===== src/rtl/pcm_frame_seq.sv =====
// pcm_frame_seq: serial PCM framer that sends a sync word followed by DATA_WORDS data words, one bit per tick.
// Data arrives through a single-entry holding buffer; a missing word is replaced by FILL_PAT and flagged.
module pcm_frame_seq #(
    parameter int                SYNC_W     = 16,
    parameter logic [SYNC_W-1:0] SYNC_PAT   = 16'hEB90,
    parameter int                WORD_W     = 8,
    parameter int                DATA_WORDS = 31,
    parameter logic [WORD_W-1:0] FILL_PAT   = 8'h55
) (
    input  logic              clk_i,
    input  logic              rst_n_i,
    input  logic              en_i,
    input  logic              bit_tick_i,
    input  logic [WORD_W-1:0] data_i,
    input  logic              data_valid_i,
    output logic              data_ready_o,
    output logic              pcm_o,
    output logic              frame_start_o,
    output logic              word_start_o,
    output logic              underrun_o,
    output logic              busy_o,
    output logic [15:0]       frame_cnt_o
);
    localparam int SR_W = (SYNC_W > WORD_W) ? SYNC_W : WORD_W;
    localparam int BC_W = $clog2(SR_W + 1);
    localparam int WC_W = $clog2(DATA_WORDS + 1);
    localparam logic [BC_W-1:0] SYNC_LAST  = BC_W'(SYNC_W - 1);
    localparam logic [BC_W-1:0] WORD_LAST  = BC_W'(WORD_W - 1);
    localparam logic [WC_W-1:0] WORDS_LAST = WC_W'(DATA_WORDS - 1);
    localparam logic [SR_W-1:0] SYNC_LOAD  = SR_W'(SYNC_PAT) << (SR_W - SYNC_W);
    localparam logic [1:0] ST_IDLE = 2'd0;
    localparam logic [1:0] ST_SYNC = 2'd1;
    localparam logic [1:0] ST_DATA = 2'd2;

    logic [1:0]        state_q, state_d;
    logic [SR_W-1:0]   sr_q, sr_d;
    logic [BC_W-1:0]   bit_q, bit_d;
    logic [WC_W-1:0]   word_q, word_d;
    logic [WORD_W-1:0] buf_q, buf_d;
    logic              full_q, full_d;
    logic              fs_q, fs_d;
    logic              ws_q, ws_d;
    logic              ur_q, ur_d;
    logic [15:0]       fc_q, fc_d;
    logic              frame_last, start_sync, load_data, go_idle, shift;
    logic [SR_W-1:0]   data_sr;

    // Words are kept MSB-aligned in the shift register so pcm_o is always its top bit.
    assign data_sr    = SR_W'(full_q ? buf_q : FILL_PAT) << (SR_W - WORD_W);
    assign frame_last = state_q == ST_DATA && bit_q == WORD_LAST && word_q == WORDS_LAST;
    assign start_sync = bit_tick_i && en_i && (state_q == ST_IDLE || frame_last);
    assign go_idle    = bit_tick_i && !en_i && frame_last;
    assign load_data  = bit_tick_i && ((state_q == ST_SYNC && bit_q == SYNC_LAST) ||
                                       (state_q == ST_DATA && bit_q == WORD_LAST && !frame_last));
    assign shift      = bit_tick_i && state_q != ST_IDLE && !start_sync && !go_idle && !load_data;

    assign data_ready_o  = !full_q && state_q != ST_IDLE;
    assign busy_o        = state_q != ST_IDLE;
    assign pcm_o         = sr_q[SR_W-1];
    assign frame_start_o = fs_q;
    assign word_start_o  = ws_q;
    assign underrun_o    = ur_q;
    assign frame_cnt_o   = fc_q;

    always_comb begin
        state_d = state_q;
        sr_d    = sr_q;
        bit_d   = bit_q;
        word_d  = word_q;
        buf_d   = buf_q;
        full_d  = full_q;
        fs_d    = 1'b0;
        ws_d    = 1'b0;
        ur_d    = 1'b0;
        fc_d    = (bit_tick_i && frame_last) ? fc_q + 16'd1 : fc_q;
        if (start_sync) begin
            state_d = ST_SYNC;
            sr_d    = SYNC_LOAD;
            bit_d   = '0;
            word_d  = '0;
            fs_d    = 1'b1;
            ws_d    = 1'b1;
        end
        if (load_data) begin
            state_d = ST_DATA;
            sr_d    = data_sr;
            bit_d   = '0;
            word_d  = (state_q == ST_SYNC) ? '0 : word_q + 1'b1;
            ws_d    = 1'b1;
            ur_d    = !full_q;
            full_d  = 1'b0;
        end
        if (go_idle) begin
            state_d = ST_IDLE;
            sr_d    = '0;
            bit_d   = '0;
            word_d  = '0;
        end
        if (shift) begin
            sr_d  = sr_q << 1;
            bit_d = bit_q + 1'b1;
        end
        // Ready is low whenever the buffer is full, so a transfer never collides with a buffer load.
        if (data_valid_i && data_ready_o) begin
            buf_d  = data_i;
            full_d = 1'b1;
        end
    end

    always_ff @(posedge clk_i or negedge rst_n_i) begin
        if (!rst_n_i) begin
            state_q <= ST_IDLE;
            sr_q    <= '0;
            bit_q   <= '0;
            word_q  <= '0;
            buf_q   <= '0;
            full_q  <= 1'b0;
            fs_q    <= 1'b0;
            ws_q    <= 1'b0;
            ur_q    <= 1'b0;
            fc_q    <= '0;
        end else begin
            state_q <= state_d;
            sr_q    <= sr_d;
            bit_q   <= bit_d;
            word_q  <= word_d;
            buf_q   <= buf_d;
            full_q  <= full_d;
            fs_q    <= fs_d;
            ws_q    <= ws_d;
            ur_q    <= ur_d;
            fc_q    <= fc_d;
        end
    end
endmodule

===== config.mk =====
export PLATFORM = sky130hd
export DESIGN_NAME = pcm_frame_seq
export DESIGN_NICKNAME = d
export VERILOG_FILES = /design/src/rtl/pcm_frame_seq.sv
export SDC_FILE = /design/constraint.sdc
export NUM_CORES = 1
export LEC_CHECK = 0
export BUFFER_PORTS_ARGS = -buffer_cell sky130_fd_sc_hd__buf_4
export CAP_MARGIN = 25
export CELL_PAD_IN_SITES_DETAIL_PLACEMENT = 1
export CELL_PAD_IN_SITES_GLOBAL_PLACEMENT = 1
export CORE_MARGIN = 1.5
export CORE_UTILIZATION = 28
export DETAILED_ROUTE_END_ITERATION = 10
export GPL_TIMING_DRIVEN = 0
export PLACE_DENSITY = 0.56
export SLEW_MARGIN = 20
export SYNTH_ARGS = -nofsm -noshare
export SYNTH_HDL_FRONTEND = slang
export SYNTH_SLANG_ARGS = --single-unit

===== constraint.sdc =====
create_clock -name clk_i -period 5.03 [get_ports clk_i]
set_clock_uncertainty 0.15 [all_clocks]
set_input_delay 0.2515 -clock clk_i [delete_from_list [all_inputs] [get_ports clk_i]]
set_output_delay 0.2515 -clock clk_i [all_outputs]
set_load 0.005 [all_outputs]

; Word level (Yosys, flattened, before mapping)
; Index checks and enable logic that the tools add are counted.
; W data, S select, Z words.
[totals]
register_bits = 56
wordCells = 67
out_inout_bits = 22
input_bits = 13
[op_classes]
muxes = 20
n_reduce_logical = 29
n_eq_ne = 5
add_sub_neg = 3
[op_table]
columns = operator, n
row1 = $mux W16, 4
row2 = $mux W5, 7
row3 = $add A16 B1 Y16 const B, 1
row4 = $logic_and A1 B1 Y1, 16
row5 = $add A5 B1 Y5 const B, 2
row6 = $mux W8, 1
row7 = $logic_not A1 Y1, 6
row8 = $mux W2, 3
row9 = $eq A5 B3 Y1 const B, 1
row10 = $eq A5 B4 Y1 const B, 1
row11 = $eq A5 B5 Y1 const B, 1
row12 = $mux W1, 5
row13 = $reduce_bool A2 Y1, 2
row14 = $reduce_bool A4 Y1, 1
row15 = $reduce_bool A3 Y1, 1
row16 = $eq A2 B1 Y1 const B, 1
row17 = $eq A2 B2 Y1 const B, 1
row18 = $logic_not A2 Y1, 1
row19 = $logic_or A1 B1 Y1, 2

; Depth between registers and ports, before layout
; Gate-level depths: netlist of run 1.
[logic_depth]
depth_word = 10
ltp_mapped = 9
depth_no_buf = 7

; Worst setup path after synthesis of run 1
; No wires, ideal clock.
[synth_path]
kind = register to register
startpoint = register bit_q[0]
endpoint = register sr_q[13]
arrival_time_ns = 1.985
path_buffers = 2
setup_time_ns = 0.122
period_less_slack_ns = 2.257
stages_incl_launch_ff = 10
t_required_ns = 4.758
slack_ns = 2.773
path_cell_list = dfrtp_1 > ha_1 > and3_1 > ha_1 > and3b_1 > and2_0 > clkbuf_1 > buf_2 > a211o_1 > a32o_1
[synth_via]
elab_chain_len = 10
word_cells_on_any_way = 22
cone_classes = eq/ne (2) / mux (3) / reduce/logical (17)
[synth_lines]
columns = element, line
row1 = from (decl), 37  ; logic [BC_W-1:0] bit_q, bit_d;
row2 = from (signal assigned), 125  ; bit_q <= bit_d;
row3 = $eq A5 B3 Y1, "50, 54"
row4 = $logic_and A1 B1 Y1, "50, 54"
row5 = $logic_and A1 B1 Y1, 50  ; assign frame_last = state_q == ST_DATA && bit_q == WORD_LAST && word_q == WORDS_LAST;
row6 = $logic_not A1 Y1 or $logic_or A1 B1 Y1 (tied branches), "54, 51"
row7 = $logic_and A1 B1 Y1 (on tied branches), "54, 51"
row8 = $logic_or A1 B1 Y1 or $logic_not A1 Y1 (tied branches), "53, 55"
row9 = $logic_and A1 B1 Y1 (on tied branches), "53, 55"
row10 = "$mux W16, or another cell as far along", 84  ; if (load_data) begin
row11 = $mux W16 or $logic_and A1 B1 Y1 (tied branches), "93, 55"
row12 = $mux W16 or $reduce_bool A4 Y1 (tied branches), n/a
row13 = to (signal assigned), 124  ; sr_q <= sr_d;
row14 = to (decl), 36  ; logic [SR_W-1:0] sr_q, sr_d;
; Several ways; a longest one is shown, not always the timed one.
; A chain may end at the register's enable or synchronous reset.

; Final worst setup path of run 1
[layout_path]
startpoint = register bit_q[0]
endpoint = register sr_q[12]
; The elaborated chain is that of the path after synthesis.

==> results.yml, run 1 <==
detailed_routing:
  drtIter0Drc: 91
  drc_errors: 0
  drt-pass1-iter-count: 4
  route.vias.total: 1859
  wl_per_cell_um: 14.72
  finalWirelength_um: 5461
  ant_nets: 0
  vias_per_cell: 5.011
timing:
  period_share_pct: 49.61
  clock.fmax_mhz: 400.8
  setup_viol: 0
  worst_pin_slew_ns: 0.6757
  fin_crit_ns: 2.495
  final-hold-violation-count: 0
  drv_slew: 0
  maxSlewHeadroom_pct: 54.96
  rsz0062_at_grt: "false"
  setup_tns_ns: 0
clock_network:
  post_cts_resized: 0
  cts_root_buf: "clkbuf_8"
  cts_max_level: 2
  cts_buffer_depth: 2
  cts_tree: "done"
  clk_latency_ns: 0.29
  numCtsBuffers: 5
  clock_sinks: 52
  clk_pin_slew_ns: 0.09
synth:
  ys_seq_area_share_pct: 52.87
  synth_warnings: 0
  async_flop_share_pct: 100.0
  synth.avg_cell_area_um2: 11.14
  synth-edff-count: 0
  ys.flop_type: "dfrtp_1"
  ys_ff_latch: 52
  synth_nets: 239
  synth.distinct_cells: 42
  syn_inst: 221
  syn_area_um2: 2461
flow_run:
  cap_violations: 0
power_and_ir_drop:
  p_int_w: 0.0008183
  ir_drop_mv: 0.1428
  pwr-share-clk_pct: 21.6
  total_power_w: 0.001181
  p_sw_share_pct: 30.70
  p_leak_nw: 1.416
  seqPwrFrac_pct: 52.5
  switchingPower_w: 0.0003625
  powerDensity_nw_per_um2: 399.2
  power_frac_comb_pct: 25.9
worst_setup_path:
  crit_arrival_ns: 2.51
  crit_required_ns: 5.04
  crit_fanout: 10
  critPathLaunchType: "flop"
  critPathKind: "flop to flop"
  worst_setup_path_end_kind: "flop"
grt:
  gr-total-overflow: 0
  grt_pass1_vias: 1919
  antenna_found_initial: 0
  grt_pass1_wl_um: 9480
  track_usage_pct: 12.35
  grt_max_degree: 53
die:
  io_pins: 35
  start_util_pct: 28.50
  die_h_um: 96.76
  die_area_um2: 9362
  row_count: 34
  core_um2: 8636
  die_x_um: 96.76
final_layout:
  multi_input_area_um2: 1096
  layout-drive-gt1-share_pct: 22.43
  layout.nets: 281
  num_antenna_cells: 0
  fillers: 991
  area_delta_synth_final_pct: 20.18
  final_cells: 371
  regArea_um2: 1301
status:
  status: "completed"
placement:
  io_buffers: 34
  place_congestion: 0.7459
  placed_cells: 363
  dp_hpwl_um: 3893
min_path:
  hold_path.class: "input pin to flop"
==> cell usage in the layout (no fill, tap or decap), types with 5 or more instances in the layout <==
cell / netlist / routed
dfrtp_1: 52 / 52
buf_4: 0 / 34
nand2_1: 18 / 18
nor2_1: 13 / 13
o21ai_0: 13 / 13
nand3_1: 8 / 8
nand4_1: 8 / 8
xor2_1: 8 / 8
mux2_2: 8 / 8
xnor2_1: 7 / 7
clkbuf_8: 0 / 7
inv_1: 6 / 6
a22o_1: 6 / 6
a211o_1: 6 / 6
a32o_1: 6 / 6
nor2b_1: 5 / 5
ha_1: 5 / 5
==> repair_timing <==
item,CTS,global route
buffers inserted,0,0
hold buffers,1,0
hold endpoints to repair,52,0
==> layer usage <==
layer  part of all wire (%)  GRT usage (%)  up-vias  wire length (um)
li1                       -              -      894                 -
met1                     50          17.61      935              2723
met2                     46          19.26       28              2523
met3                    3.2          2.529        2               174
met4                   0.73          3.010        0                40
met5                      0              0        -                 0
==> sequential cells by signal, summed over array words and instances (netlist names) <==
signal / flops
underrun_o: 1
full_q: 1
word_start_o: 1
state_q: 2
frame_start_o: 1
word_q: 5
bit_q: 5
sr_q: 12
frame_cnt_o: 16
buf_q: 8
==> worst max-delay path, stage by stage, from the launching register on <==
cell and delay [ns]:
dfrtp_1 0.41, ha_1 0.24, and3_1 0.16, ha_1 0.19, and3b_1 0.18, and2_0 0.16
clkbuf_1 0.15, buf_2 0.20, nor2_1 0.36, o22ai_1 0.16
==> power by group through the flow <==
| stage | Clock [W] | Combinational [W] | Sequential, W |
|---|---|---|---|
| after global routing | 0.000286 | 0.000350 | 0.000639 |
| after global placement | 0 | 0.000304 | 0.000628 |
| after CTS | 0.000269 | 0.000313 | 0.000621 |
| after floorplan | 0 | 0.000228 | 0.000604 |
| after detailed placement | 0 | 0.000309 | 0.000629 |
| final | 0.000255 | 0.000305 | 0.000620 |
==> final cells by class <==
type | instances | share of cell area, %
sequential | 52 | 43.99
multi-input combinational | 155 | 37.06
timing repair buffer | 35 | 8.968
tap | 108 | 4.569
clock buffer | 7 | 3.257
buffer | 8 | 1.396
inverter | 6 | 0.7614
==> final timing paths <==
check	start	to	slack [ns]	depth (start not counted)
setup / recovery	bit_q[0]	sr_q[12]	2.53	9
hold / removal	data_i[7]	buf_q[7]	0.03	2
setup reg to reg	bit_q[0]	sr_q[12]	2.53	9
hold reg to reg	frame_cnt_o[15]	frame_cnt_o[15]	0.34	1
max in group asynchronous	rst_n_i	word_start_o	3.90	2
min in group asynchronous	rst_n_i	word_q[3]	0.38	2
==> metrics by stage <==
stage	hold slack (ns)	setup WS, ns	area [um^2]	utilization, %
after global routing	0.01806	2.311	2958	34.25
after CTS	0.02178	2.507	2958	34.25
after floorplan	-0.1941	2.773	2461	-
after global placement	0.2035	2.535	2851	33.02
after detailed placement	0.2022	2.511	2851	33.02
final	0.03145	2.535	2958	34.25
==> synth_stat cells (6+ instances only) <==
cell,count,share of area (%)
dfrtp_1,52,53
nand2_1,18,2.7
nor2_1,13,2.0
o21ai_0,13,2.6
mux2_2,8,3.7
nand3_1,8,1.6
nand4_1,8,2.0
xor2_1,8,2.8
xnor2_1,7,2.5
a211o_1,6,2.1
a22o_1,6,2.1
a32o_1,6,2.4
inv_1,6,0.92
==> cell families after synthesis <==
logic type / share of synthesized area, %
adder cells (fa/ha/maj): 2.542
AO/OA/AOI/OAI: 15.96
multiplexers: 3.661
AND/OR/NAND/NOR: 17.03
flip-flops: 52.87
buffers and inverters: 2.592
XOR/XNOR: 5.338
No activity file was read; power rests on OpenSTA's default activity.
==> run 2, diff against run 1 <==
--- a/config.mk
+++ b/config.mk
@@ -13,7 +13,7 @@
 export CORE_UTILIZATION = 28
 export DETAILED_ROUTE_END_ITERATION = 10
 export GPL_TIMING_DRIVEN = 0
-export PLACE_DENSITY = 0.56
+export PLACE_DENSITY = 0.58
 export SLEW_MARGIN = 20
 export SYNTH_ARGS = -nofsm -noshare
 export SYNTH_HDL_FRONTEND = slang
==> constraint.sdc (replaced) <==
create_clock -name clk_i -period 2.13 [get_ports clk_i]
set_clock_uncertainty 0.15 [all_clocks]
set_input_delay 0.1065 -clock clk_i [delete_from_list [all_inputs] [get_ports clk_i]]
set_output_delay 0.1065 -clock clk_i [all_outputs]
set_load 0.005 [all_outputs]
==> run 2 against run 1 <==
Net effect:
- wire length grew 8.4%
- via count grew 7.2%
- register-to-register slack got worse by 2.5 ns
- global-route usage grew 0.95 points
- worst hold slack improved by 0.098 ns
- power grew 140%
- cell count grew 4.6%
- highest routed layer unchanged
==> results.yml, run 2 (synthesized netlist as in run 1, its figures left out) <==
detailed_routing:
  drtIter0Drc: 112
  route.vias.total: 1993
  vias_per_cell: 5.137
  wl_per_cell_um: 15.26
  ant_nets: 0
  drt-pass1-iter-count: 4
  finalWirelength_um: 5922
  drc_errors: 0
grt:
  grt_pass1_wl_um: 10220
  grt_pass1_vias: 2047
  gr-total-overflow: 0
  antenna_found_initial: 0
  track_usage_pct: 13.30
  grt_max_degree: 53
worst_setup_path:
  crit_fanout: 7
  worst_setup_path_end_kind: "flop"
  cpPeakStageDelay_ns: 0.39
  cp_common_cell: "ha_2"
  critical-path-slowest-cell: "dfrtp_1"
  critPathKind: "flop to flop"
  crit_required_ns: 2.18
  crit_arrival_ns: 2.13
  critPathLaunchType: "flop"
  worstPathCellList: "ha_2, and3_4, ha_2, and3b_2, and2_4, a211o_1, a32o_1"
power_and_ir_drop:
  powerDensity_nw_per_um2: 902.3
  pwr-share-clk_pct: 19.2
  switchingPower_w: 0.0009019
  p_int_w: 0.001935
  seqPwrFrac_pct: 51.7
  p_leak_nw: 1.490
  ir_drop_mv: 0.3885
  power_frac_comb_pct: 29.2
  total_power_w: 0.002837
  p_sw_share_pct: 31.79
final_layout:
  fillers: 978
  layout.nets: 298
  num_antenna_cells: 0
  stdcell_area_um2: 3144
  largest_register_ffs: 16
  final_cell_mix: "dfrtp_1 (52), buf_4 (43), nand2_1 (18)"
  final_common_cell: "dfrtp_1"
  area_delta_synth_final_pct: 27.76
  layout-drive-gt1-share_pct: 27.50
  fin_util_pct: 36.41
clock_network:
  clock_sinks: 52
  cts_tree: "done"
  clk_latency_ns: 0.30
  cts_max_level: 2
  cts_buffer_depth: 2
  cts_root_buf: "clkbuf_8"
  clk_pin_slew_ns: 0.09
  numCtsBuffers: 5
min_path:
  hold_path.class: "input pin to flop"
die:
  start_util_pct: 28.50
  io_pins: 35
  die_x_um: 96.76
  die_area_um2: 9362
  row_count: 34
  core_um2: 8636
  die_h_um: 96.76
placement:
  place_congestion: 0.7583
  io_buffers: 34
  dpl_cell_area_um2: 2864
  dp_hpwl_um: 3970
timing:
  drv_slew: 0
  period_share_pct: 97.63
  fin_crit_ns: 2.080
  rsz0062_at_grt: "true"
  setup_viol: 0
  worst_pin_slew_ns: 0.6852
  clock.fmax_mhz: 480.9
  maxSlewHeadroom_pct: 54.32
  final-hold-violation-count: 0
status:
  status: "completed"
flow_run:
  cap_violations: 0
## run 2: power groups by stage
| stage | Combinational (W) | Sequential [W] | Clock (W) |
|---|---|---|---|
| after global placement | 0.000724 | 0.00148 | 0 |
| after detailed placement | 0.000741 | 0.00149 | 0 |
| after floorplan | 0.000543 | 0.00143 | 0 |
| after global routing | 0.000937 | 0.00151 | 0.000618 |
| after CTS | 0.000811 | 0.00146 | 0.000573 |
| final | 0.000828 | 0.00147 | 0.000544 |
## run 2: area by class of cell
| class | instances | area [um^2] | area share, % |
|---|---|---|---|
| buffer | 6 | 35.03 | 1.114 |
| clock buffer | 6 | 72.57 | 2.308 |
| clock inverter | 1 | 5.005 | 0.1592 |
| tap | 108 | 135.1 | 4.298 |
| inverter | 6 | 22.52 | 0.7163 |
| timing repair buffer | 53 | 425.4 | 13.53 |
| sequential | 52 | 1301 | 41.38 |
| multi-input combinational | 156 | 1147 | 36.49 |
## run 2: what timing repair did
| action | 4_1_cts | 5_1_grt |
|---|---|---|
| setup buffers | 6 | 2 |
| gates resized for setup | 5 | 11 |
| gates cloned | 0 | 1 |
| hold buffers | 11 | 0 |
| endpoints found under the setup margin | 21 | 18 |
| pin swaps | 4 | 5 |
| hold endpoints to repair | 62 | 0 |
## run 2: layer usage
layer / track usage (%) / up-vias / wire length, um
met4: 3.679 / 0 / 68
met5: 0 / - / 0
met2: 21.19 / 36 / 2799
li1: - / 930 / -
met1: 18.27 / 1020 / 2854
met3: 2.890 / 7 / 198
## run 2: critical path: cells and delay by family, from the launching register on
family	cells	cell delay (ns)
compound gates	2	0.51
simple gates	3	0.55
fa+ha+maj	2	0.38
flops	1	0.39
## run 2: worst paths after layout
| path | start | to | slack [ns] | depth (start not counted) |
|---|---|---|---|---|
| max | bit_q[1] | sr_q[15] | 0.05 | 7 |
| min | bit_tick_i | word_start_o | 0.13 | 3 |
| max reg2reg | bit_q[1] | sr_q[15] | 0.05 | 7 |
| min reg2reg | frame_cnt_o[15] | frame_cnt_o[15] | 0.33 | 1 |
| max in group asynchronous | rst_n_i | sr_q[5] | 1.14 | 2 |
| min in group asynchronous | rst_n_i | word_q[3] | 0.23 | 2 |
## run 2: stage by stage
stage | cells | hold WS [ns] | TNS [ns] | setup slack (ns)
floorplan | 221 | -0.3391 | 0 | 0.002403
CTS | 385 | 0.1275 | 0 | 0.03858
detailed placement | 363 | 0.06214 | -2.755 | -0.2195
finish | 388 | 0.1295 | 0 | 0.05043
global route | 388 | 0.1409 | -0.01374 | -0.01020
global placement | 363 | 0.05978 | -2.432 | -0.2082
==> run 3, diff against run 2 <==
--- a/config.mk
+++ b/config.mk
@@ -12,7 +12,6 @@
 export CORE_MARGIN = 1.5
 export CORE_UTILIZATION = 28
 export DETAILED_ROUTE_END_ITERATION = 10
-export GPL_TIMING_DRIVEN = 0
 export PLACE_DENSITY = 0.58
 export SLEW_MARGIN = 20
 export SYNTH_ARGS = -nofsm -noshare
==> run 3 against run 2 <==
Net effect:
- largest power group unchanged
- sequential power hardly changed
- cell count fell by 0.26%
- via count decreased by 1.1%
- non-clock buffer count stayed put
- critical endpoint is now sr_q[9]
- utilization is 0.23 points higher
- final area increased by 0.64%
- wire length down 2.1%
- power grew 3.5%
- global-route usage is 0.51 points lower
- combinational power grew 3.6%
- highest routed layer unchanged
==> results.yml, run 3 (synthesized netlist as in run 1, its figures left out) <==
clock_network:
  clk_latency_ns: 0.31
  numCtsBuffers: 5
  clock_sinks: 52
  clk_pin_slew_ns: 0.09
  cts_tree: "done"
  cts_buffer_depth: 2
  cts_max_level: 2
  cts_root_buf: "clkbuf_8"
die:
  row_count: 34
  die_area_um2: 9362
  io_pins: 35
  core_um2: 8636
  die_x_um: 96.76
  die_h_um: 96.76
  start_util_pct: 28.50
worst_setup_path:
  worst_setup_path_end_kind: "flop"
  critPathKind: "flop to flop"
  crit_arrival_ns: 2.12
  cp_top_family: "simple AND/OR/NAND/NOR gates"
  crit_required_ns: 2.18
  worstPathCellList: "ha_2, and3_4, ha_4, and3b_1, and2_4, buf_6, a211o_1, a32o_1"
  crit_buf_inv: 1
  crit_fanout: 8
  cpPeakStageDelay_ns: 0.39
  r2r_slack_ns: 0.06
  critPathLaunchType: "flop"
  critical-path-slowest-cell: "dfrtp_1"
detailed_routing:
  drc_errors: 0
  ant_nets: 0
  wl_per_cell_um: 14.98
  route.vias.total: 1972
  drt-pass1-iter-count: 4
  finalWirelength_um: 5796
  vias_per_cell: 5.096
  drtIter0Drc: 69
final_layout:
  fin_util_pct: 36.64
  fillers: 976
  final_common_cell: "dfrtp_1"
  layout.nets: 297
  final_cell_mix: "dfrtp_1 (52), buf_4 (46), nand2_1 (18)"
  num_antenna_cells: 0
  largest_register_ffs: 16
  area_delta_synth_final_pct: 28.57
  regArea_um2: 1301
  stdcell_area_um2: 3164
  multi_input_area_um2: 1131
  layout-drive-gt1-share_pct: 27.96
  final_cells: 387
timing:
  period_share_pct: 97.18
  drv_slew: 0
  final-hold-violation-count: 0
  clock.fmax_mhz: 483.1
  worst_pin_slew_ns: 0.6789
  maxSlewHeadroom_pct: 54.74
  fin_crit_ns: 2.070
  setup_viol: 0
  rsz0062_at_grt: "true"
  setup_tns_ns: 0
grt:
  gr-total-overflow: 0
  grt_max_degree: 53
  grt_pass1_wl_um: 9887
  track_usage_pct: 12.79
  antenna_found_initial: 0
  grt_pass1_vias: 2089
status:
  status: "completed"
flow_run:
  cap_violations: 0
placement:
  io_buffers: 34
  dp_hpwl_um: 4034
  place_congestion: 0.7258
  dpl_cell_area_um2: 2913
  placed_cells: 368
min_path:
  hold_path.class: "input pin to flop"
power_and_ir_drop:
  powerDensity_nw_per_um2: 928.3
  ir_drop_mv: 0.3977
  p_leak_nw: 1.506
  total_power_w: 0.002937
-- run 3: cell count changes in the layout (fill, tap and decap cells not counted), moves of 2 or more --
cell,before,now
clkbuf_8,5,7
o21ai_2,2,0
buf_4,43,46
clkbuf_1,4,0
o21a_2,0,2
-- run 3: path summary, 6_finish.rpt --
check | cells after the start | startpoint | to
worst min-delay path | 3 | en_i | frame_start_o
worst max register to register | 8 | bit_q[1] | sr_q[9]
worst min register to register | 1 | frame_cnt_o[15] | frame_cnt_o[15]
min in group asynchronous | 2 | rst_n_i | frame_cnt_o[1]
max in group asynchronous | 2 | rst_n_i | bit_q[1]
worst max-delay path | 8 | bit_q[1] | sr_q[9]
-- run 3: report_power, final --
| group | switching (W) | internal, W |
|---|---|---|
| logic | 0.000376 | 0.000482 |
| clock network | 0.000321 | 0.000290 |
| registers | 0.000214 | 0.00125 |
-- run 3: layout make-up --
type | count | share of cell area, %
repair buffers | 59 | 15.10
clock buffers | 7 | 3.045
flip-flops and latches | 52 | 41.12
multi-input cells | 155 | 35.75
well taps | 108 | 4.270
inverters | 6 | 0.7117
-- run 3: per-stage QoR --
step,setup WS (ns),hold WS [ns]
3_3_place_gp,-0.02544,0.05437
2_1_floorplan,0.002403,-0.3391
5_1_grt,-0.007569,0.02439
3_5_place_dp,-0.06227,0.05247
6_report,0.06016,0.009583
4_1_cts,0.0008793,0.006159
-- run 3: worst min-delay path: stages --
cell and delay (ns):
buf_4 0.14, nand2_1 0.06, a21oi_1 0.09
-- run 3: routing by layer --
metal  global-route usage [%]  vias to the layer above  share of wire, %
met1                    16.84                     1004                48
li1                         -                      930                 -
met5                        0                        -                 0
met2                    21.36                       33                48
met3                    2.746                        5               3.9
met4                    3.344                        0              0.85
-- run 3: repair_timing --
item	4_1_cts	5_1_grt
hold endpoints to repair	62	0
buffers inserted	1	0
hold buffers	11	0
resized for setup	2	9
pin swaps	1	6
setup endpoints to repair	6	14
